File: config.mk
export PLATFORM = sky130hd
export DESIGN_NAME = vram_arbiter
export DESIGN_NICKNAME = d
export VERILOG_FILES = /design/src/rtl/vram_arbiter.sv
export SDC_FILE = /design/constraint.sdc
export NUM_CORES = 1
export LEC_CHECK = 0
export ABC_AREA = 1
export CORE_MARGIN = 1.5
export CORE_UTILIZATION = 22
export DETAILED_ROUTE_END_ITERATION = 12
export MAX_ROUTING_LAYER = met4
export PLACE_DENSITY = 0.86
export SETUP_SLACK_MARGIN = 0.4
export SLEW_MARGIN = 20
export SYNTH_ARGS = -nofsm -noshare
export SYNTH_HDL_FRONTEND = slang
export SYNTH_SLANG_ARGS = --single-unit
File: constraint.sdc
create_clock -name clk -period 1.05 [get_ports clk]
set_input_delay 0.105 -clock clk [delete_from_list [all_inputs] [get_ports clk]]
set_output_delay 0.105 -clock clk [all_outputs]
set_load 0.05 [all_outputs]
File: src/rtl/vram_arbiter.sv
// Two-master Avalon-MM arbiter for a shared video-RAM slave port.
// Master 0 (pixel reader) has priority; master 1 is guaranteed a grant after M0_BURST_MAX master-0 wins.
module vram_arbiter #(
    parameter int ADDR_W       = 20,
    parameter int DATA_W       = 16,
    parameter int M0_BURST_MAX = 8
) (
    input  logic                clk,
    input  logic                reset,
    input  logic [ADDR_W-1:0]   m0_address,
    input  logic                m0_read,
    output logic [DATA_W-1:0]   m0_readdata,
    output logic                m0_waitrequest,
    input  logic [ADDR_W-1:0]   m1_address,
    input  logic                m1_read,
    input  logic                m1_write,
    input  logic [DATA_W-1:0]   m1_writedata,
    input  logic [DATA_W/8-1:0] m1_byteenable,
    output logic [DATA_W-1:0]   m1_readdata,
    output logic                m1_waitrequest,
    output logic [ADDR_W-1:0]   s_address,
    output logic                s_read,
    output logic                s_write,
    output logic [DATA_W-1:0]   s_writedata,
    output logic [DATA_W/8-1:0] s_byteenable,
    input  logic [DATA_W-1:0]   s_readdata,
    input  logic                s_waitrequest,
    output logic [1:0]          grant
);

    localparam int CNT_W = $clog2(M0_BURST_MAX + 1);
    localparam logic [CNT_W-1:0] CNT_MAX = CNT_W'(M0_BURST_MAX);

    typedef enum logic [1:0] {IDLE, OWN0, OWN1} state_t;

    state_t           state, state_nxt;
    logic [CNT_W-1:0] starve_cnt, starve_cnt_nxt;
    logic             req0, req1;

    assign req0 = m0_read;
    assign req1 = m1_read | m1_write;

    // Read data is broadcast; only the owner's copy carries meaning.
    assign m0_readdata = s_readdata;
    assign m1_readdata = s_readdata;

    always_ff @(posedge clk) begin
        if (reset) begin
            state      <= IDLE;
            starve_cnt <= '0;
        end else begin
            state      <= state_nxt;
            starve_cnt <= starve_cnt_nxt;
        end
    end

    always_comb begin
        state_nxt      = state;
        starve_cnt_nxt = starve_cnt;
        s_read         = 1'b0;
        s_write        = 1'b0;
        grant          = 2'b00;
        m0_waitrequest = 1'b1;
        m1_waitrequest = 1'b1;
        s_address      = m0_address;
        s_writedata    = m1_writedata;
        s_byteenable   = '1;

        case (state)
            IDLE: begin
                if (req0 && req1) begin
                    if (starve_cnt < CNT_MAX) begin
                        state_nxt      = OWN0;
                        starve_cnt_nxt = starve_cnt + 1'b1;
                    end else begin
                        state_nxt      = OWN1;
                        starve_cnt_nxt = '0;
                    end
                end else if (req1) begin
                    state_nxt      = OWN1;
                    starve_cnt_nxt = '0;
                end else if (req0) begin
                    state_nxt = OWN0;
                end
            end
            OWN0: begin
                grant          = 2'b01;
                s_read         = m0_read;
                m0_waitrequest = s_waitrequest;
                // Either completion or the owner giving up returns to arbitration.
                if (!req0 || !s_waitrequest) begin
                    state_nxt = IDLE;
                end
            end
            OWN1: begin
                grant          = 2'b10;
                s_address      = m1_address;
                s_byteenable   = m1_byteenable;
                s_write        = m1_write;
                s_read         = m1_read & ~m1_write;
                m1_waitrequest = s_waitrequest;
                if (!req1 || !s_waitrequest) begin
                    state_nxt = IDLE;
                end
            end
            default: begin
                state_nxt = IDLE;
            end
        endcase

        // Reset masks the bus immediately, before the state register clears.
        if (reset) begin
            s_read         = 1'b0;
            s_write        = 1'b0;
            grant          = 2'b00;
            m0_waitrequest = 1'b1;
            m1_waitrequest = 1'b1;
        end
    end

endmodule

* Word level (Yosys, flattened, before mapping)
Cells that the tools add are included.
Storage, ports and cells: word-level logic and storage cells 44, output and inout bits 76, bits in registers 6
Operators by class: order comparisons 1, muxes and demuxes 22, bitwise operators 3, reductions and logical operators 10, eq/ne operators 5, add/sub/neg operators 1
Operators with widths (count):
- 20-bit two-way mux | 1
- 2-bit two-way mux | 8
- 4-bit two-way mux | 3
- 1-bit two-way mux | 7
- 2-bit one-hot mux with 3 select lines | 1
- 4-bit by 1-bit adder with 4-bit output (second input constant) | 1
- 4-bit < comparator (second input constant) | 1
- 2-bit != test (second input constant) | 2
- 4-bit != test (second input constant) | 1
- 2-bit one-hot mux with 2 select lines | 1
- 1-bit zero test | 3
- 3-bit AND reduction | 1
- 2-bit by 1-bit equality test with 1-bit output (second input constant) | 1
- 2-bit equality test (second input constant) | 1
- 2-bit zero test | 1
- 1-bit logical OR | 2
- 1-bit one-hot mux with 2 select lines | 1
- 2-bit AND reduction | 1
- 2-bit nonzero test | 1
- 1-bit AND | 1
- 1-bit logical AND | 1
- 1-bit inverter | 1
- 1-bit OR | 1

* Logic depth before layout (Yosys ltp)
Gate-level depths: netlist (run 1).
depth in word-level cells 5, depth in mapped cells 9

* Worst setup path before layout (run 1)
OpenSTA, ideal clock, no wires.
path kind register -> output, start point register state[0], end point output port m1_waitrequest, cell stages (with the launch flop) 6, data required time 0.945 ns, arrival 1.873 ns, slack -0.928 ns, cells stage by stage dfxtp_1 inv_1 ha_1 inv_1 nor2_1 nand2_1
Between the ends: longest elaborated chain between the ends 3
Ends and longest elaborated chain:
- start, declared | line 36 | state_t state, state_nxt;
- start signal, assigned | line 52 | state <= state_nxt;
- 2-bit equality test | line 69 | case (state)
- 1-bit two-way mux | line 69
- 1-bit two-way mux | line 112 | if (reset) begin
- end, declared | line 20 | output logic m1_waitrequest,
Every way passes these cells.

* Worst setup path after layout (run 1)
start point register state[0], end point output port s_address[19]
Between the ends: longest elaborated chain between the ends 2
Ends and longest elaborated chain:
- 2-bit equality test | line 69
- 20-bit two-way mux | line 69
- end, declared | line 21 | output logic [ADDR_W-1:0] s_address,
Every way passes these cells.

==> metrics.md, run 1 <==
| Metric | Value |
|---|---|
| Rows | `25` |
| Crit Path Max Fanout | `18` |
| Drt first pass iters | `2` |
| Vias | `1141` |
| Distinct cells, synth | `17` |
| Cell taking the most area after synthesis | `buf_4` |
| Hold Buf Count CTS | `0` |
| Share of the yosys chip area belonging to registers | `0.112` |
| Post-Synthesis Cells | `185` |
| Fin nets | `310` |
| Remaining DRCs | `0` |
| TritonCTS Sinks | `6` |
| Initial antenna violation count | `0` |
| Highest clock rate | `711 MHz` |
| Die Wd | `72.8 µm` |
| TritonCTS Buffers | `3` |
| Critical Path Slowest Stage Cell | `dfxtp_2` |
| Synth area leaders | `buf_4 34%, nand2_1 28%, dfxtp_1 11%` |
| Max Cap Viol | `0` |
| Most frequent cells in the layout | `48 x nand2_1, 47 x clkdlybuf4s50_1, 30 x buf_12` |
| Drt via density | `4.12` |
| Worst clock skew | `4.91 ps` |
| Final core utilization | `0.484` |
| RSZ-0062 raised after global routing | `true` |
| N_diodes | `0` |
| Post-DP HPWL | `2.57 mm` |
| Drt total wl | `2.99 mm` |
| Die Y | `72.8 µm` |
| Area fraction of the dominant cell type after synthesis | `0.336` |
| Setup TNS | `-9720 ps` |
| RePlAce Congestion | `0.914` |
| GR Overflow Total | `0` |
| Synthesized area per cell | `5.79 µm²` |
| Worst rel slew slack | `0.862` |
| Core ar. | `4690 µm²` |
| Reg clk slew, reported paths | `40 ps` |
| First-pass GRT wire length | `4.66 mm` |
| Maximum VDD drop | `0.488 mV` |
| I/O pins | `156` |
| Most common cell after layout, fill and taps aside | `nand2_1` |
| Initial Utilization | `0.228` |
| Syn nets | `271` |
| Number of synthesized register bits | `6` |
| Total Power | `2.71 mW` |
| Full die area | `5300 µm²` |
| Tot GR Track Use | `0.114` |
| Status | `finished, violations left` |
| Post-placement cell area | `2120 µm²` |
| CTS tree | `done` |
| Final WS setup | `-356 ps` |
| Setup-failing EPs final | `34` |
| Largest net degree at the start of global routing | `21` |
| WL/cell | `10.8 µm` |
| Hold_ws | `210 ps` |
| YS warnings | `0` |
| Slew Limit Fails | `0` |
| Leakage | `1.00 nW` |
| Design area | `2270 µm²` |
| Crit path cell chain | `inv_4 > ha_4 > inv_4 > buf_12 > nand2_1 > nand2_4 > buf_12` |
| PortBufs | `75` |
| Worst hold path class | `in -> out` |
| Period utilisation layout | `1.34` |
| Mapped cell area | `1070 µm²` |
| Setup crit end kind | `output pin` |
| Clock Latency Late Sink | `230 ps` |
| WS Path Type | `reg -> out` |
| Vias in the first global route | `1094` |
| Failing checks | `negative setup slack` |
| CP startpoint kind | `flip-flop` |
| 1st-iter DRT viols | `16` |
| Fin crit period | `1410 ps` |
| Synth-to-Final Area Change | `112%` |
| Max Buffers Root-to-Sink | `2` |
| Antenna viol nets, final | `0` |
| Required time of the critical path | `940 ps` |
| H-tree level count | `1` |
| Slew of the pin with the lowest slew margin | `207 ps` |
| Crit path arrival time | `1300 ps` |
| PwrDens | `1190 nW/µm²` |
| Final hold vios | `0` |
| Root buf cell | `clkbuf_8` |
| Worst path max stage delay | `340 ps` |
| Share of cells above drive strength 1 | `0.439` |
==> worst paths after layout <==
check,cells after the start,to,slack (ps),start
setup / recovery,7,s_address[19],-360,state[0]
hold / removal,0,s_writedata[0],210,m1_writedata[0]
setup reg to reg,9,state[1],-120,state[1]
hold reg to reg,2,starve_cnt[3],460,starve_cnt[3]
==> cells by family after synthesis <==
group                    synth area share
flip-flops                          0.112
buffers and inverters               0.400
adder cells (fa/ha/maj)            0.0701
AND/OR/NAND/NOR                     0.386
AO/OA/AOI/OAI                      0.0327
==> synthesized netlist by cell type (all sizes together) <==
| master | number |
|---|---|
| nand2 | 80 |
| buf | 51 |
| nor2 | 14 |
| a21oi | 6 |
| o21ai | 1 |
| ha | 6 |
| or2 | 2 |
| nand3 | 4 |
| clkbuf | 1 |
| nor3 | 1 |
| dfxtp | 6 |
| inv | 13 |
==> registers in the layout, indices dropped and copies added, names as in the netlist <==
| signal | cells |
|---|---|
| starve_cnt | 4 |
| state | 2 |
==> power breakdown <==
group          internal (mW)  switching [mW]
combinational          0.988            1.07
clock                  0.262           0.110
sequential             0.253          0.0247
==> critical path, delay by kind of cell, from the launching register on <==
| family | cells | cell delay [ps] |
|---|---|---|
| simple gates | 2 | 170 |
| fa+ha+maj | 1 | 170 |
| buf+inv | 4 | 380 |
| flops | 1 | 340 |
==> per-stage QoR <==
step,instances,setup WS (ps)
6_report,277,-356
3_5_place_dp,272,-228
5_1_grt,277,-411
2_1_floorplan,185,-213
4_1_cts,277,-375
3_3_place_gp,272,-176
==> final cells by class <==
type | instances | area, µm²
well taps | 54 | 67.6
clock buffers | 4 | 45.0
repair buffers | 86 | 1150
flip-flops and latches | 6 | 125
multi-input cells | 114 | 826
fillers | 445 | 2420
inverters | 13 | 58.8
==> repair_timing <==
action,CTS,global route
pin swaps,6,2
endpoints found under the setup margin,34,34
resized for setup,22,5
endpoints found under the hold margin,0,0
setup buffers,1,0
==> per-layer routing <==
layer,share of wire,GRT usage
met1,0.34,0.114
met4,0,0.0189
met3,0.081,0.0442
met5,0,-
met2,0.58,0.211
No activity file was read; power rests on OpenSTA's default activity.
==> inputs of run 2 (changes only) <==
--- a/config.mk
+++ b/config.mk
@@ -11,8 +11,8 @@
 export DETAILED_ROUTE_END_ITERATION = 12
 export MAX_ROUTING_LAYER = met4
 export PLACE_DENSITY = 0.86
+export RECOVER_POWER = 25
 export SETUP_SLACK_MARGIN = 0.4
-export SLEW_MARGIN = 20
 export SYNTH_ARGS = -nofsm -noshare
 export SYNTH_HDL_FRONTEND = slang
 export SYNTH_SLANG_ARGS = --single-unit
==> results of run 2 <==
No change in the layout: final DEF, timing and power equal those of run 1.
==> inputs of run 3 (changes only) <==
--- a/config.mk
+++ b/config.mk
@@ -7,10 +7,10 @@
 export LEC_CHECK = 0
 export ABC_AREA = 1
 export CORE_MARGIN = 1.5
-export CORE_UTILIZATION = 22
+export CORE_UTILIZATION = 24
 export DETAILED_ROUTE_END_ITERATION = 12
 export MAX_ROUTING_LAYER = met4
-export PLACE_DENSITY = 0.86
+export PLACE_DENSITY = 0.89
 export RECOVER_POWER = 25
 export SETUP_SLACK_MARGIN = 0.4
 export SYNTH_ARGS = -nofsm -noshare
==> constraint.sdc (replaced) <==
create_clock -name clk -period 1.6 [get_ports clk]
set_input_delay 0.16 -clock clk [delete_from_list [all_inputs] [get_ports clk]]
set_output_delay 0.16 -clock clk [all_outputs]
set_load 0.05 [all_outputs]
==> metrics.md, run 3 (same netlist as run 1, synthesis figures left out) <==
| Metric | Value |
|---|---|
| Status | `finished, final reports clean` |
| I/O pins | `156 (unchanged)` |
| Clock Latency Late Sink | `230 ps (about the same)` |
| TritonCTS Sinks | `6 (unchanged)` |
| Final cell count without fillers | `272 (-1.8%)` |
| Met1 Use GR | `0.105 (-0.00877)` |
| Slew of the pin with the lowest slew margin | `194 ps (-12.6 ps)` |
| Met3 Use GR | `0.0451 (+0.000859)` |
| WL/cell | `12.2 µm (+13%)` |
| Placed cells | `264 (-2.9%)` |
| GR Overflow Total | `0 (unchanged)` |
| Setup-failing EPs final | `0 (-100%)` |
| Max Buffers Root-to-Sink | `2 (unchanged)` |
| Final core utilization | `0.525 (+0.0412)` |
| Root buf cell | `clkbuf_8` |
| Most frequent CP cell | `nand2_4` |
| Reg clk slew, reported paths | `30 ps (about the same)` |
| Worst clock skew | `4.88 ps (-0.0231 ps)` |
| Design area | `2270 µm² (unchanged)` |
| Met2 usage | `0.239 (+0.0281)` |
| Busiest metal layer after global routing | `met2` |
| Initial antenna violation count | `0 (unchanged)` |
| Setup crit end kind | `output pin` |
| Full die area | `4870 µm² (-8.0%)` |
| Highest clock rate | `668 MHz` |
| Worst rel slew slack | `0.871 (+0.00872)` |
| Core ar. | `4320 µm² (-7.8%)` |
| 1st-iter DRT viols | `36 (+20)` |
| First-pass GRT wire length | `4.84 mm (+3.8%)` |
| Crit Path Max Fanout | `5 (-13)` |
| Maximum VDD drop | `0.341 mV (-30%)` |
| Slew Limit Fails | `0 (unchanged)` |
| Place WS | `213 ps (+440 ps)` |
| Synth-to-Final Area Change | `112% (unchanged)` |
| Leakage | `1.03 nW (+3.0%)` |
| Drt via density | `4.29 (+4.1%)` |
| Max Cap Viol | `0 (unchanged)` |
| RSZ-0062 raised after global routing | `true` |
| Setup TNS | `0 ps (+9720 ps)` |
| Most frequent cells in the layout | `46 x clkdlybuf4s50_1, 40 x nand2_1, 28 x nand2_4` |
| CP startpoint kind | `flip-flop` |
| N_diodes | `0 (unchanged)` |
| Share of cells above drive strength 1 | `0.459 (+0.0196)` |
| Rows | `24 (-4.0%)` |
| Worst path max stage delay | `350 ps (about the same)` |
| Remaining DRCs | `0 (unchanged)` |
| Die Wd | `69.8 µm (-4.1%)` |
| Period utilisation layout | `0.936` |
| Critical Path Slowest Stage Cell | `dfxtp_4` |
| Drt first pass iters | `2 (unchanged)` |
| Crit path max-delay family | `buffers and inverters` |
| Biggest registers after layout | `starve_cnt x4, state x2` |
| PortBufs | `75 (unchanged)` |
| Initial Utilization | `0.248 (+0.0194)` |
| Reg with most FFs | `starve_cnt` |
| Fin nets | `308 (-0.65%)` |
| Antenna viol nets, final | `0 (unchanged)` |
| Post-DP HPWL | `2.47 mm (-3.9%)` |
| Vias | `1166 (+2.2%)` |
| RePlAce Congestion | `0.752 (-18%)` |
| Required time of the critical path | `1440 ps (+500 ps)` |
| Crit path cell chain | `inv_6 > ha_4 > clkbuf_16 > nand2_4 > nand2_4 > buf_12` |
| Final hold vios | `0 (unchanged)` |
| WS Path Type | `reg -> out` |
| Vias in the first global route | `1188 (+8.6%)` |
| CTS tree | `done` |
| PwrDens | `779 nW/µm² (-35%)` |
| Tot GR Track Use | `0.126 (+0.0121)` |
| Post-placement cell area | `2010 µm² (-5.4%)` |
| Crit path arrival time | `1340 ps (+40 ps)` |
| Fin crit period | `1500 ps` |
| Die Y | `69.8 µm (-4.1%)` |
| Drt total wl | `3.33 mm (+11%)` |
| Largest net degree at the start of global routing | `22 (+4.8%)` |
| Largest register FFs | `4 (unchanged)` |
| Hold Buf Count CTS | `0 (unchanged)` |
| Worst hold path class | `in -> out` |
| Final WS setup | `103 ps (+459 ps)` |
| WP buf/inv | `3 (-1)` |
| TritonCTS Buffers | `3 (unchanged)` |
| Most common cell after layout, fill and taps aside | `clkdlybuf4s50_1` |
| H-tree level count | `1 (unchanged)` |
[run 3: metal layers]
layer  up-vias  wire (µm)  share of wire
met2        54       1870           0.56
met1       517       1150           0.35
li1        577          -              -
met4         0         64          0.019
met3        18        236          0.071
met5         -          0              0
[run 3: cell type report]
class	instances	area [µm²]
inverter	13	66.3
fill	379	2050
tap	52	65.1
timing repair buffer	84	1140
multi-input combinational	114	833
sequential	6	128
clock buffer	3	41.3
[run 3: path summary, 6_finish.rpt]
kind                                 startpoint             end  slack, ps  cells past startpoint
worst min-delay path            m1_writedata[2]  s_writedata[2]        320                      0
worst max-delay path                   state[0]    s_address[3]        100                      6
worst min register to register    starve_cnt[3]   starve_cnt[3]        470                      2
worst max register to register         state[1]   starve_cnt[3]        370                      8
[run 3: through the flow]
step	hold WS [ps]	total power [mW]
CTS	320	1.66
global route	320	1.85
floorplan	229	1.16
detailed placement	320	1.39
finish	320	1.77
global placement	320	1.37
[run 3: report_power, final]
| group | switching [mW] | total [mW] | internal, mW |
|---|---|---|---|
| sequential | 0.0188 | 0.186 | 0.167 |
| clock | 0.0692 | 0.231 | 0.162 |
| combinational | 0.713 | 1.35 | 0.641 |
| total | 0.801 | 1.77 | 0.970 |
[run 3: what timing repair did]
item / 4_1_cts / 5_1_grt
setup buffers: 0 / 2
gates cloned: 0 / 3
pin swaps: 2 / 8
setup endpoints to repair: 30 / 34
gates resized for setup: 14 / 34
